[config.mk]
export PLATFORM = sky130hd
export DESIGN_NAME = alu_arbiter
export DESIGN_NICKNAME = d
export VERILOG_FILES = /design/src/rtl/alu_arbiter.sv
export SDC_FILE = /design/constraint.sdc
export NUM_CORES = 1
export LEC_CHECK = 0
export BUFFER_PORTS_ARGS = -buffer_cell sky130_fd_sc_hd__clkbuf_2
export CAP_MARGIN = 30
export CORE_MARGIN = 2
export CORE_UTILIZATION = 38
export DETAILED_ROUTE_END_ITERATION = 12
export PLACE_DENSITY_LB_ADDON = 0.12
export SLEW_MARGIN = 20
export SYNTH_ARGS = -nofsm -noshare
export SYNTH_HDL_FRONTEND = slang
export SYNTH_SLANG_ARGS = --single-unit
[constraint.sdc]
create_clock -name clk -period 2.15 [get_ports clk]
set_input_delay 0.1075 -clock clk [delete_from_list [all_inputs] [get_ports clk]]
set_output_delay 0.1075 -clock clk [all_outputs]
set_load 0.1 [all_outputs]
[src/rtl/alu_arbiter.sv]
// Round-robin arbiter and sequencer for the shared 16-bit ALU between two requesters,
// with a one-entry registered response buffer and the architected ZVN flag register.
module alu_arbiter (
   input  logic        clk,
   input  logic        rst_n,
   input  logic        req0_valid,
   input  logic [3:0]  req0_opcode,
   input  logic [15:0] req0_a,
   input  logic [15:0] req0_b,
   output logic        req0_ready,
   input  logic        req1_valid,
   input  logic [3:0]  req1_opcode,
   input  logic [15:0] req1_a,
   input  logic [15:0] req1_b,
   output logic        req1_ready,
   output logic [3:0]  alu_opcode,
   output logic [15:0] alu_in1,
   output logic [15:0] alu_in2,
   input  logic [15:0] alu_out,
   input  logic [2:0]  alu_flags,
   input  logic [2:0]  alu_en,
   output logic        rsp_valid,
   output logic        rsp_id,
   output logic [15:0] rsp_data,
   output logic [2:0]  rsp_flags,
   input  logic        rsp_ready,
   output logic [2:0]  flags
);

   logic last_grant;
   logic any_req;
   logic grant;
   logic can_accept;
   logic accept;

   assign any_req    = req0_valid | req1_valid;
   assign can_accept = ~rsp_valid | rsp_ready;
   // rst_n gates acceptance so no ready is raised while reset is held
   assign accept     = rst_n & any_req & can_accept;
   assign req0_ready = accept & ~grant;
   assign req1_ready = accept & grant;

   always_comb begin
      grant = 1'b0;
      if (req0_valid && req1_valid) begin
         grant = ~last_grant;
      end else if (req1_valid) begin
         grant = 1'b1;
      end
   end

   always_comb begin
      alu_opcode = '0;
      alu_in1    = '0;
      alu_in2    = '0;
      if (any_req) begin
         if (grant) begin
            alu_opcode = req1_opcode;
            alu_in1    = req1_a;
            alu_in2    = req1_b;
         end else begin
            alu_opcode = req0_opcode;
            alu_in1    = req0_a;
            alu_in2    = req0_b;
         end
      end
   end

   always_ff @(posedge clk or negedge rst_n) begin
      if (!rst_n) begin
         rsp_valid  <= 1'b0;
         rsp_id     <= 1'b0;
         rsp_data   <= '0;
         rsp_flags  <= '0;
         flags      <= '0;
         last_grant <= 1'b1;
      end else if (accept) begin
         rsp_valid  <= 1'b1;
         rsp_id     <= grant;
         rsp_data   <= alu_out;
         rsp_flags  <= alu_flags;
         last_grant <= grant;
         // only the execute stage owns the architected flags
         if (!grant) begin
            flags <= (flags & ~alu_en) | (alu_flags & alu_en);
         end
      end else if (rsp_valid && rsp_ready) begin
         rsp_valid <= 1'b0;
      end
   end

endmodule

==> metrics.yaml, run 1 <==
status:
  status: "finished clean"
sta:
  setup_viol: 0
  setup_ws_ns: 0.247
  finalMaxSlewViolations: 0
  fmaxAchievable_ghz: 0.526
  finClkSkew_ns: 0.0114
  worst_slew_pin_slew_ns: 0.553
  rsz0062_at_grt: "no"
  period_minus_slack_ns: 1.90
  fin_crit_sh_pct: 88.5
  hold_violations: 0
  finalSetupTns_ns: 0
  slew_headroom_pct: 63.3
route:
  num_vias: 1848
  wl_per_cell_um: 14.5
  drc: 0
  detailedRoute.firstIterationViolations: 66
  routed_wl_mm: 5.65
  ant_nets: 0
  via_per_inst: 4.75
  drtPass1Iterations: 4
yosys:
  ys_types: 17
  netlist_instances: 183
  ys_ff_latch: 25
  ys.flop_type: "dfrtp_1"
  syn_nets: 282
  async_reset_ff_share_pct: 100
  synth_area_um2: 1580
  yosys.area.top_type_share_pct: 38.0
  postSynthAreaPerCell_um2: 8.64
  yosysTopAreaCell: "dfrtp_1"
  synthTopCellsByArea: "dfrtp_1 38%, mux2_4 19%, nand2_1 17%, nand3_1 11%, buf_2 2.8%"
  synth_edf_count: 0
  yosys_warnings: 0
  yosysSeqAreaShare_pct: 39.6
hold_path:
  timing.hold.worst.class: "primary input to flop"
critical_path:
  end_kind: "primary output"
  crit_start: "last_grant$_DFFE_PN1P_"
  critPathRequiredTime_ns: 2.04
  worst_path_max_delay_cell: "dfstp_2"
  worstPathCellList: "a21bo_2 > buf_4 > nand3_1 > nand2_1 > buf_12"
  r2r_start: "last_grant$_DFFE_PN1P_"
  cp.depth: 5
  cp_slowest_stage_delay_ns: 0.56
  crit_family: "flip-flops"
  crit_arrival_ns: 1.80
  cp_max_fo: 16
  critPathCapture: "alu_in2[9]"
  reg2reg_depth: 4
  regToRegSetupSlack_ns: 0.59
  worstSetupPathType: "flop to primary output"
  start_kind: "flop"
  cp_num_buf_inv: 2
layout:
  final_cell_mix: "122 x clkbuf_2, 73 x nand2_1, 39 x buf_12, 36 x nand3_1, 24 x dfrtp_1"
  final_common_cell: "clkbuf_2"
  postLayoutCoreUtil_pct: 76.3
  drive_gt1_share_pct: 58.1
  layout.nets: 439
  syn2layout_area_growth_pct: 92.9
  fillers: 265
  n_antenna_cell: 0
job:
  cap_violations: 0
placement:
  port_buffers: 160
  preCtsSetupSlack_ns: 0.544
  hpwlAfterDp_mm: 4.72
  place_congestion: 0.664
die:
  num_rows: 23
  core_um2: 4000
  start_util_pct: 39.5
  die_w_um: 68.5
  die_area_um2: 4690
  die_y_um: 68.5
  ioPinCount: 161
global_routing:
  grt_pass1_wl_mm: 7.57
  grt-ovfl-total: 0
  grt_max_degree: 34
  antenna_found_initial: 0
  grt_pass1_vias: 1554
  grt_usage_pct: 21.5
clock_tree:
  cts_tree: "done"
  numCtsBuffers: 3
  clock_sinks: 25
  insertion_delay_ns: 0.28
  clock_path_buffers: 2
  cts_root_buffer: "clkbuf_8"
  clk_pin_slew_ns: 0.10
  htree_levels: 1
power_and_ir_drop:
  peakVddDrop_mv: 0.812
  power_density_nw_per_um2: 976
  power_mw: 2.98
  p_leak_nw: 1.70
## layer usage
| layer | vias up | wire (um) | GRT usage [%] |
|---|---|---|---|
| met4 | 0 | 21 | 4.50 |
| met3 | 2 | 466 | 3.57 |
| li1 | 921 | - | - |
| met2 | 78 | 3020 | 39.1 |
| met5 | - | 0 | 0 |
| met1 | 847 | 2140 | 26.7 |
## report_power, final
group          switching (mW)  total [mW]  leakage [nW]  internal, mW
Combinational            1.50        2.07          1.38         0.573
Sequential             0.0526       0.616         0.292         0.564
Clock                   0.156       0.292        0.0261         0.136
## synthesized netlist by cell type (2+ instances only)
library cell,n
and3_1,2
buf_2,9
buf_6,2
clkbuf_1,3
dfrtp_1,24
mux2_2,4
mux2_4,20
nand2_1,73
nand3_1,36
nand4_1,3
## layout make-up
type                       count  area (um2)  area share [%]
timing repair buffer         166        1430            46.9
multi-input combinational    144         880            28.8
sequential                    25         627            20.5
tap                           50        62.6            2.05
clock buffer                   3        41.3            1.35
clock inverter                 1        8.76           0.287
## how the worst min path moves through the flow
stage,endpoint,slack [ns],depth (start not counted),from
after floorplan,async pin,-0.19,0,rst_n
after global placement,rsp_id$_DFFE_PN0P_,0.13,2,rst_n
after detailed placement,rsp_id$_DFFE_PN0P_,0.14,2,rst_n
after CTS,rsp_data[3]$_DFFE_PN0P_,0.05,2,alu_out[3]
after global routing,rsp_data[5]$_DFFE_PN0P_,0.04,2,alu_out[5]
final,rsp_data[5]$_DFFE_PN0P_,0.05,2,alu_out[5]
## stage by stage
step           hold slack [ns]  std cells  cell area [um2]
2_1_floorplan           -0.188        183             1580
3_3_place_gp             0.133        384             2990
3_5_place_dp             0.137        384             2990
4_1_cts                 0.0491        389             3050
5_1_grt                 0.0420        389             3050
6_report                0.0541        389             3050
## timing repair
action	in CTS	in global routing
hold endpoints to repair	24	0
buffers inserted	0	0
hold buffers	1	0
resized for setup	0	0
## kinds of logic (layout without fill, tap and decap cells)
logic type             after synthesis  in the layout  share of synthesized area [%]
AND/OR/NAND/NOR                    116            116                           31.6
flip-flops                          25             25                           39.6
multiplexers                        24             24                           21.8
buffers and inverters               14            170                           4.98
AO/OA/AOI/OAI                        4              4                           1.90
No activity file was read; power rests on OpenSTA's default activity.
==> run 2: changes to the inputs <==
--- a/config.mk
+++ b/config.mk
@@ -10,7 +10,7 @@
 export CORE_MARGIN = 2
 export CORE_UTILIZATION = 38
 export DETAILED_ROUTE_END_ITERATION = 12
-export PLACE_DENSITY_LB_ADDON = 0.12
+export PLACE_DENSITY = 0.84
 export SLEW_MARGIN = 20
 export SYNTH_ARGS = -nofsm -noshare
 export SYNTH_HDL_FRONTEND = slang
==> metrics.yaml, run 2 (synthesis results as in run 1) <==
sta:
  fmaxAchievable_ghz: 0.548  # +4.2%
  finalSetupTns_ns: 0  # unchanged
  finClkSkew_ns: 0.00123  # -0.0102 ns
  rsz0062_at_grt: "no"
  setup_viol: 0  # unchanged
  worst_slew_pin_slew_ns: 0.554  # +0.000448 ns
  finalMaxSlewViolations: 0  # unchanged
  hold_violations: 0  # unchanged
  period_minus_slack_ns: 1.83  # -0.0769 ns
  slew_headroom_pct: 63.2  # about the same
  fin_crit_sh_pct: 84.9  # -3.6 points
global_routing:
  busiest_layer: "met2"
  grt_use_met3_pct: 5.03  # +1.5 points
  antenna_found_initial: 0  # unchanged
  grt_max_degree: 38  # +12%
  grt_usage_pct: 22.1  # +0.61 points
  use_met2_pct: 38.1  # -0.96 points
  grt_pass1_wl_mm: 7.76  # +2.5%
  grt-ovfl-total: 0  # unchanged
  grt_pass1_vias: 1657  # +6.6%
  grtUsageMet1_pct: 27.0  # +0.28 points
layout:
  final_cell_count_no_fill: 388  # -0.26%
  final_cell_mix: "122 x clkbuf_2, 73 x nand2_1, 39 x buf_12, 36 x nand3_1, 24 x dfrtp_1"
  drive_gt1_share_pct: 57.7  # -0.42 points
  n_antenna_cell: 0  # unchanged
  layout.nets: 438  # -0.23%
  final_area_um2: 3040  # -0.41%
  syn2layout_area_growth_pct: 92.1
  final_common_cell: "clkbuf_2"
die:
  die_w_um: 68.5  # unchanged
  start_util_pct: 39.5  # unchanged
  die_area_um2: 4690  # unchanged
  ioPinCount: 161  # unchanged
  core_um2: 4000  # unchanged
  num_rows: 23  # unchanged
  die_y_um: 68.5  # unchanged
route:
  ant_nets: 0  # unchanged
  wl_per_cell_um: 13.6  # -6.5%
  via_per_inst: 4.71  # -0.88%
  detailedRoute.firstIterationViolations: 58  # -12%
  num_vias: 1827  # -1.1%
  routed_wl_mm: 5.27  # -6.7%
  drc: 0  # unchanged
  drtPass1Iterations: 4  # unchanged
placement:
  place_congestion: 0.685  # +3.3%
  placed_area_um2: 2980  # -0.25%
  port_buffers: 160  # unchanged
  dp_cells: 383  # -0.26%
  hpwlAfterDp_mm: 4.40  # -6.6%
hold_path:
  timing.hold.worst.class: "primary input to flop"
clock_tree:
  clock_sinks: 25  # unchanged
  cts_setup_buffers: 0  # unchanged
  insertion_delay_ns: 0.25  # -0.03 ns
  post_cts_resized: 0  # unchanged
  htree_levels: 1  # unchanged
  clock_path_buffers: 2  # unchanged
  ctsHoldBuffers: 1  # unchanged
  cts_root_buffer: "clkbuf_8"
  clk_pin_slew_ns: 0.08  # -0.02 ns
  numCtsBuffers: 3  # unchanged
  cts_tree: "done"
critical_path:
  worstPathCellList: "a21bo_2 > buf_12 > nand3_1 > nand2_1 > buf_12"
  critPathRequiredTime_ns: 2.04  # about the same
  crit_arrival_ns: 1.72  # -0.08 ns
  end_kind: "primary output"
  cp_slowest_stage_delay_ns: 0.56  # about the same
  start_kind: "flop"
  cp_common_cell: "buf_12"
  worst_path_max_delay_cell: "dfstp_2"
  worstSetupPathType: "flop to primary output"
  cp_max_fo: 32  # +16
power_and_ir_drop:
  p_leak_nw: 1.70  # -0.43%
  power_density_nw_per_um2: 969  # -0.75%
  peakVddDrop_mv: 0.916  # +13%
  power_mw: 2.94  # -1.2%
status:
  status: "finished clean"
job:
  cap_violations: 0  # unchanged
[run 2: cell types whose count changed in the layout (fill, tap and decap cells not counted)]
cell      delta
buf_4        -1
clkbuf_1     +1
inv_6        -1
[run 2: final timing paths]
check	startpoint	endpoint	slack, ns	depth (start not counted)
max	last_grant$_DFFE_PN1P_	alu_in1[3]	0.32	5
min	alu_out[1]	rsp_data[1]$_DFFE_PN0P_	0.08	2
max reg2reg	last_grant$_DFFE_PN1P_	flop	0.61	4
min reg2reg	rsp_data[5]$_DFFE_PN0P_	rsp_data[5]$_DFFE_PN0P_	0.51	1
max in group asynchronous	rst_n	last_grant$_DFFE_PN1P_	1.46	3
min in group asynchronous	rst_n	rsp_id$_DFFE_PN0P_	0.41	3
[run 2: per-stage QoR]
| stage | util [%] | setup slack (ns) | hold slack (ns) |
|---|---|---|---|
| finish | 75.9 | 0.324 | 0.0766 |
| global route | 75.9 | 0.226 | 0.0658 |
| CTS | 75.9 | 0.325 | 0.0724 |
| detailed placement | 74.6 | 0.616 | 0.135 |
| global placement | 74.6 | 0.642 | 0.129 |
| floorplan | - | 0.169 | -0.188 |
[run 2: final cells by class]
cell class	count	area (um2)
Clock buffer	4	45.0
Sequential cell	25	627
Multi-Input combinational cell	144	880
Timing Repair Buffer	165	1420
Fill cell	279	962
Tap cell	50	62.6
[run 2: where the power goes]
part / switching [mW] / total [mW] / internal (mW)
sequential: 0.0557 / 0.620 / 0.564
clock: 0.126 / 0.258 / 0.132
combinational: 1.50 / 2.07 / 0.571
[run 2: per-layer routing]
layer / wire length, um / vias to the layer above / part of all wire [%]
met5: 0 / - / 0
met4: 89 / 0 / 1.7
met3: 488 / 8 / 9.3
met2: 2760 / 97 / 52
met1: 1930 / 803 / 37
li1: - / 919 / -
[run 2: worst max-delay path, delay by kind of cell, from the launching register on]
| family | cells | cell delay [ns] |
|---|---|---|
| buffers and inverters | 2 | 0.40 |
| AOI/OAI and AO/OA | 1 | 0.25 |
| DFF | 1 | 0.56 |
| and+or+nand+nor | 2 | 0.25 |
==> run 3: changes to the inputs <==
--- a/config.mk
+++ b/config.mk
@@ -8,9 +8,9 @@
 export BUFFER_PORTS_ARGS = -buffer_cell sky130_fd_sc_hd__clkbuf_2
 export CAP_MARGIN = 30
 export CORE_MARGIN = 2
-export CORE_UTILIZATION = 38
+export CORE_UTILIZATION = 36
 export DETAILED_ROUTE_END_ITERATION = 12
-export PLACE_DENSITY = 0.84
+export PLACE_DENSITY = 0.8
 export SLEW_MARGIN = 20
 export SYNTH_ARGS = -nofsm -noshare
 export SYNTH_HDL_FRONTEND = slang
==> constraint.sdc (replaced) <==
create_clock -name clk -period 1.9 [get_ports clk]
set_input_delay 0.095 -clock clk [delete_from_list [all_inputs] [get_ports clk]]
set_output_delay 0.095 -clock clk [all_outputs]
set_load 0.1 [all_outputs]
==> metrics.yaml, run 3 (synthesis results as in run 1) <==
layout:
  final_cell_mix: "122 x clkbuf_2, 73 x nand2_1, 40 x buf_12, 36 x nand3_1, 23 x dfrtp_1"
  syn2layout_area_growth_pct: 93.4
  final_cell_count_no_fill: 390  # +0.52%
  final_common_cell: "clkbuf_2"
  fillers: 297  # +6.5%
  drive_gt1_share_pct: 58.9  # +1.2 points
  multi_input_area_um2: 882  # +0.28%
  layout.nets: 438  # unchanged
  layout.area.seq_um2: 628  # +0.20%
  n_antenna_cell: 0  # unchanged
critical_path:
  cp_max_fo: 40  # +25%
  regToRegSetupSlack_ns: 0.32  # -0.29 ns
  worst_path_max_delay_cell: "dfstp_2"
  crit_family: "flip-flops"
  worstPathCellList: "a21bo_2 > buf_12 > nand3_1 > nand2_1 > buf_12"
  crit_arrival_ns: 1.63  # -0.09 ns
  end_kind: "primary output"
  cp_slowest_stage_delay_ns: 0.56  # about the same
  cp_num_buf_inv: 2  # unchanged
  cp_common_cell: "buf_12"
  start_kind: "flop"
  r2r_start: "rsp_valid$_DFFE_PN0P_"
  critPathRequiredTime_ns: 1.80  # -0.24 ns
  reg2reg_to: "rsp_data[10]$_DFFE_PN0P_"
  reg2reg_depth: 3  # -1
  worstSetupPathType: "flop to primary output"
power_and_ir_drop:
  swShare_pct: 57.3  # +0.31 points
  comb_power_share_pct: 69.8  # -0.4 points
  p_leak_nw: 1.70  # +0.31%
  peakVddDrop_mv: 0.797  # -13%
  internal-power_mw: 1.44  # +14%
  clkPwrFrac_pct: 9.2  # +0.4 points
  seqPwrFrac_pct: 21.0  # about the same
  switching_power_mw: 1.93  # +15%
  power_density_nw_per_um2: 1100  # +14%
sta:
  hold_violations: 0  # unchanged
  worst_slew_pin_slew_ns: 0.555  # +0.00133 ns
  setup_viol: 0  # unchanged
  slew_headroom_pct: 63.1  # -0.088 points
  finalMaxSlewViolations: 0  # unchanged
  fin_crit_sh_pct: 90.6
  finClkSkew_ns: 0.00545  # +0.00422 ns
  finalSetupTns_ns: 0  # unchanged
  fmaxAchievable_ghz: 0.581
  period_minus_slack_ns: 1.72
  rsz0062_at_grt: "no"
clock_tree:
  cts_root_buffer: "clkbuf_8"
  insertion_delay_ns: 0.27  # +0.02 ns
  clock_path_buffers: 2  # unchanged
  post_cts_resized: 0  # unchanged
  ctsHoldBuffers: 1  # unchanged
  htree_levels: 1  # unchanged
  clock_sinks: 25  # unchanged
  numCtsBuffers: 3  # unchanged
  cts_setup_buffers: 0  # unchanged
  clk_pin_slew_ns: 0.09  # about the same
  cts_tree: "done"
die:
  die_area_um2: 4940  # +5.2%
  start_util_pct: 36.8  # -2.7 points
  die_w_um: 70.3  # +2.6%
  core_um2: 4290  # +7.4%
  die_y_um: 70.3  # +2.6%
  num_rows: 24  # +4.3%
  ioPinCount: 161  # unchanged
route:
  detailedRoute.firstIterationViolations: 52  # -10%
  drtPass1Iterations: 4  # unchanged
  num_vias: 1895  # +3.7%
  drc: 0  # unchanged
  via_per_inst: 4.86  # +3.2%
  wl_per_cell_um: 14.5  # +6.5%
  routed_wl_mm: 5.64  # +7.0%
  ant_nets: 0  # unchanged
global_routing:
  grt-ovfl-total: 0  # unchanged
  antenna_found_initial: 0  # unchanged
  grt_pass1_wl_mm: 8.61  # +11%
  grt_usage_pct: 21.9  # -0.21 points
  grt_pass1_vias: 1759  # +6.2%
  grt_max_degree: 41  # +7.9%
hold_path:
  min_path_cells: 2  # unchanged
  min_from: "alu_out[14]"
  timing.hold.worst.class: "primary input to flop"
  min_to: "rsp_data[14]$_DFFE_PN0P_"
placement:
  dp_cells: 385  # +0.52%
  hpwlAfterDp_mm: 4.58  # +3.9%
  place_congestion: 0.838  # +22%
  port_buffers: 160  # unchanged
status:
  status: "finished clean"
job:
  cap_violations: 0  # unchanged
run 3: cell types whose count changed in the layout (fill, tap and decap cells not counted), sizes merged:
cell | previous run | this run
clkbuf | 126 | 125
clkinv | 0 | 1
run 3: routing by layer:
metal / GRT usage (%) / up-vias / share of wire [%]
met3: 3.46 / 16 / 7.0
li1: - / 922 / -
met2: 39.1 / 107 / 52
met1: 25.3 / 850 / 37
met4: 10.7 / 0 / 3.3
met5: 0 / - / 0
run 3: worst max path at each step:
stage,from,to,cells past startpoint
after floorplan,last_grant$_DFFE_PN1P_,alu_opcode[1],5
after global placement,rsp_valid$_DFFE_PN0P_,rsp_data[10]$_DFFE_PN0P_,3
after detailed placement,rsp_valid$_DFFE_PN0P_,rsp_data[10]$_DFFE_PN0P_,3
after CTS,last_grant$_DFFE_PN1P_,alu_in2[15],5
after global routing,last_grant$_DFFE_PN1P_,alu_in2[15],5
final,last_grant$_DFFE_PN1P_,alu_in2[15],5
run 3: worst reg2reg max path, cell delays in order, from the launching register on:
cell      delay, ns
dfrtp_2        0.42
nand2b_1       0.20
and2_4         0.45
mux2_2         0.40
run 3: layout make-up:
cell class,count,area share [%]
Tap cell,52,2.13
Multi-Input combinational cell,144,28.8
Clock buffer,3,1.35
Clock inverter,1,0.164
Sequential cell,25,20.5
Timing Repair Buffer,165,47.0
run 3: metrics by stage:
stage	util (%)	power (mW)	hold slack, ns	worst slack, ns	cell area, um2
global placement	69.9	3.04	0.117	0.440	3000
finish	71.2	3.37	0.0524	0.178	3060
floorplan	-	2.38	-0.201	0.0453	1590
CTS	71.2	3.39	0.0485	0.171	3060
detailed placement	69.9	3.07	0.118	0.342	3000
global route	71.2	3.47	0.0472	0.0768	3060
run 3: power by group through the flow:
| stage | Clock (mW) | Combinational [mW] | Sequential, mW |
|---|---|---|---|
| floorplan | 0 | 0.962 | 1.42 |
| global placement | 0 | 2.33 | 0.705 |
| detailed placement | 0 | 2.36 | 0.713 |
| CTS | 0.317 | 2.36 | 0.706 |
| global route | 0.334 | 2.42 | 0.718 |
| finish | 0.310 | 2.35 | 0.706 |
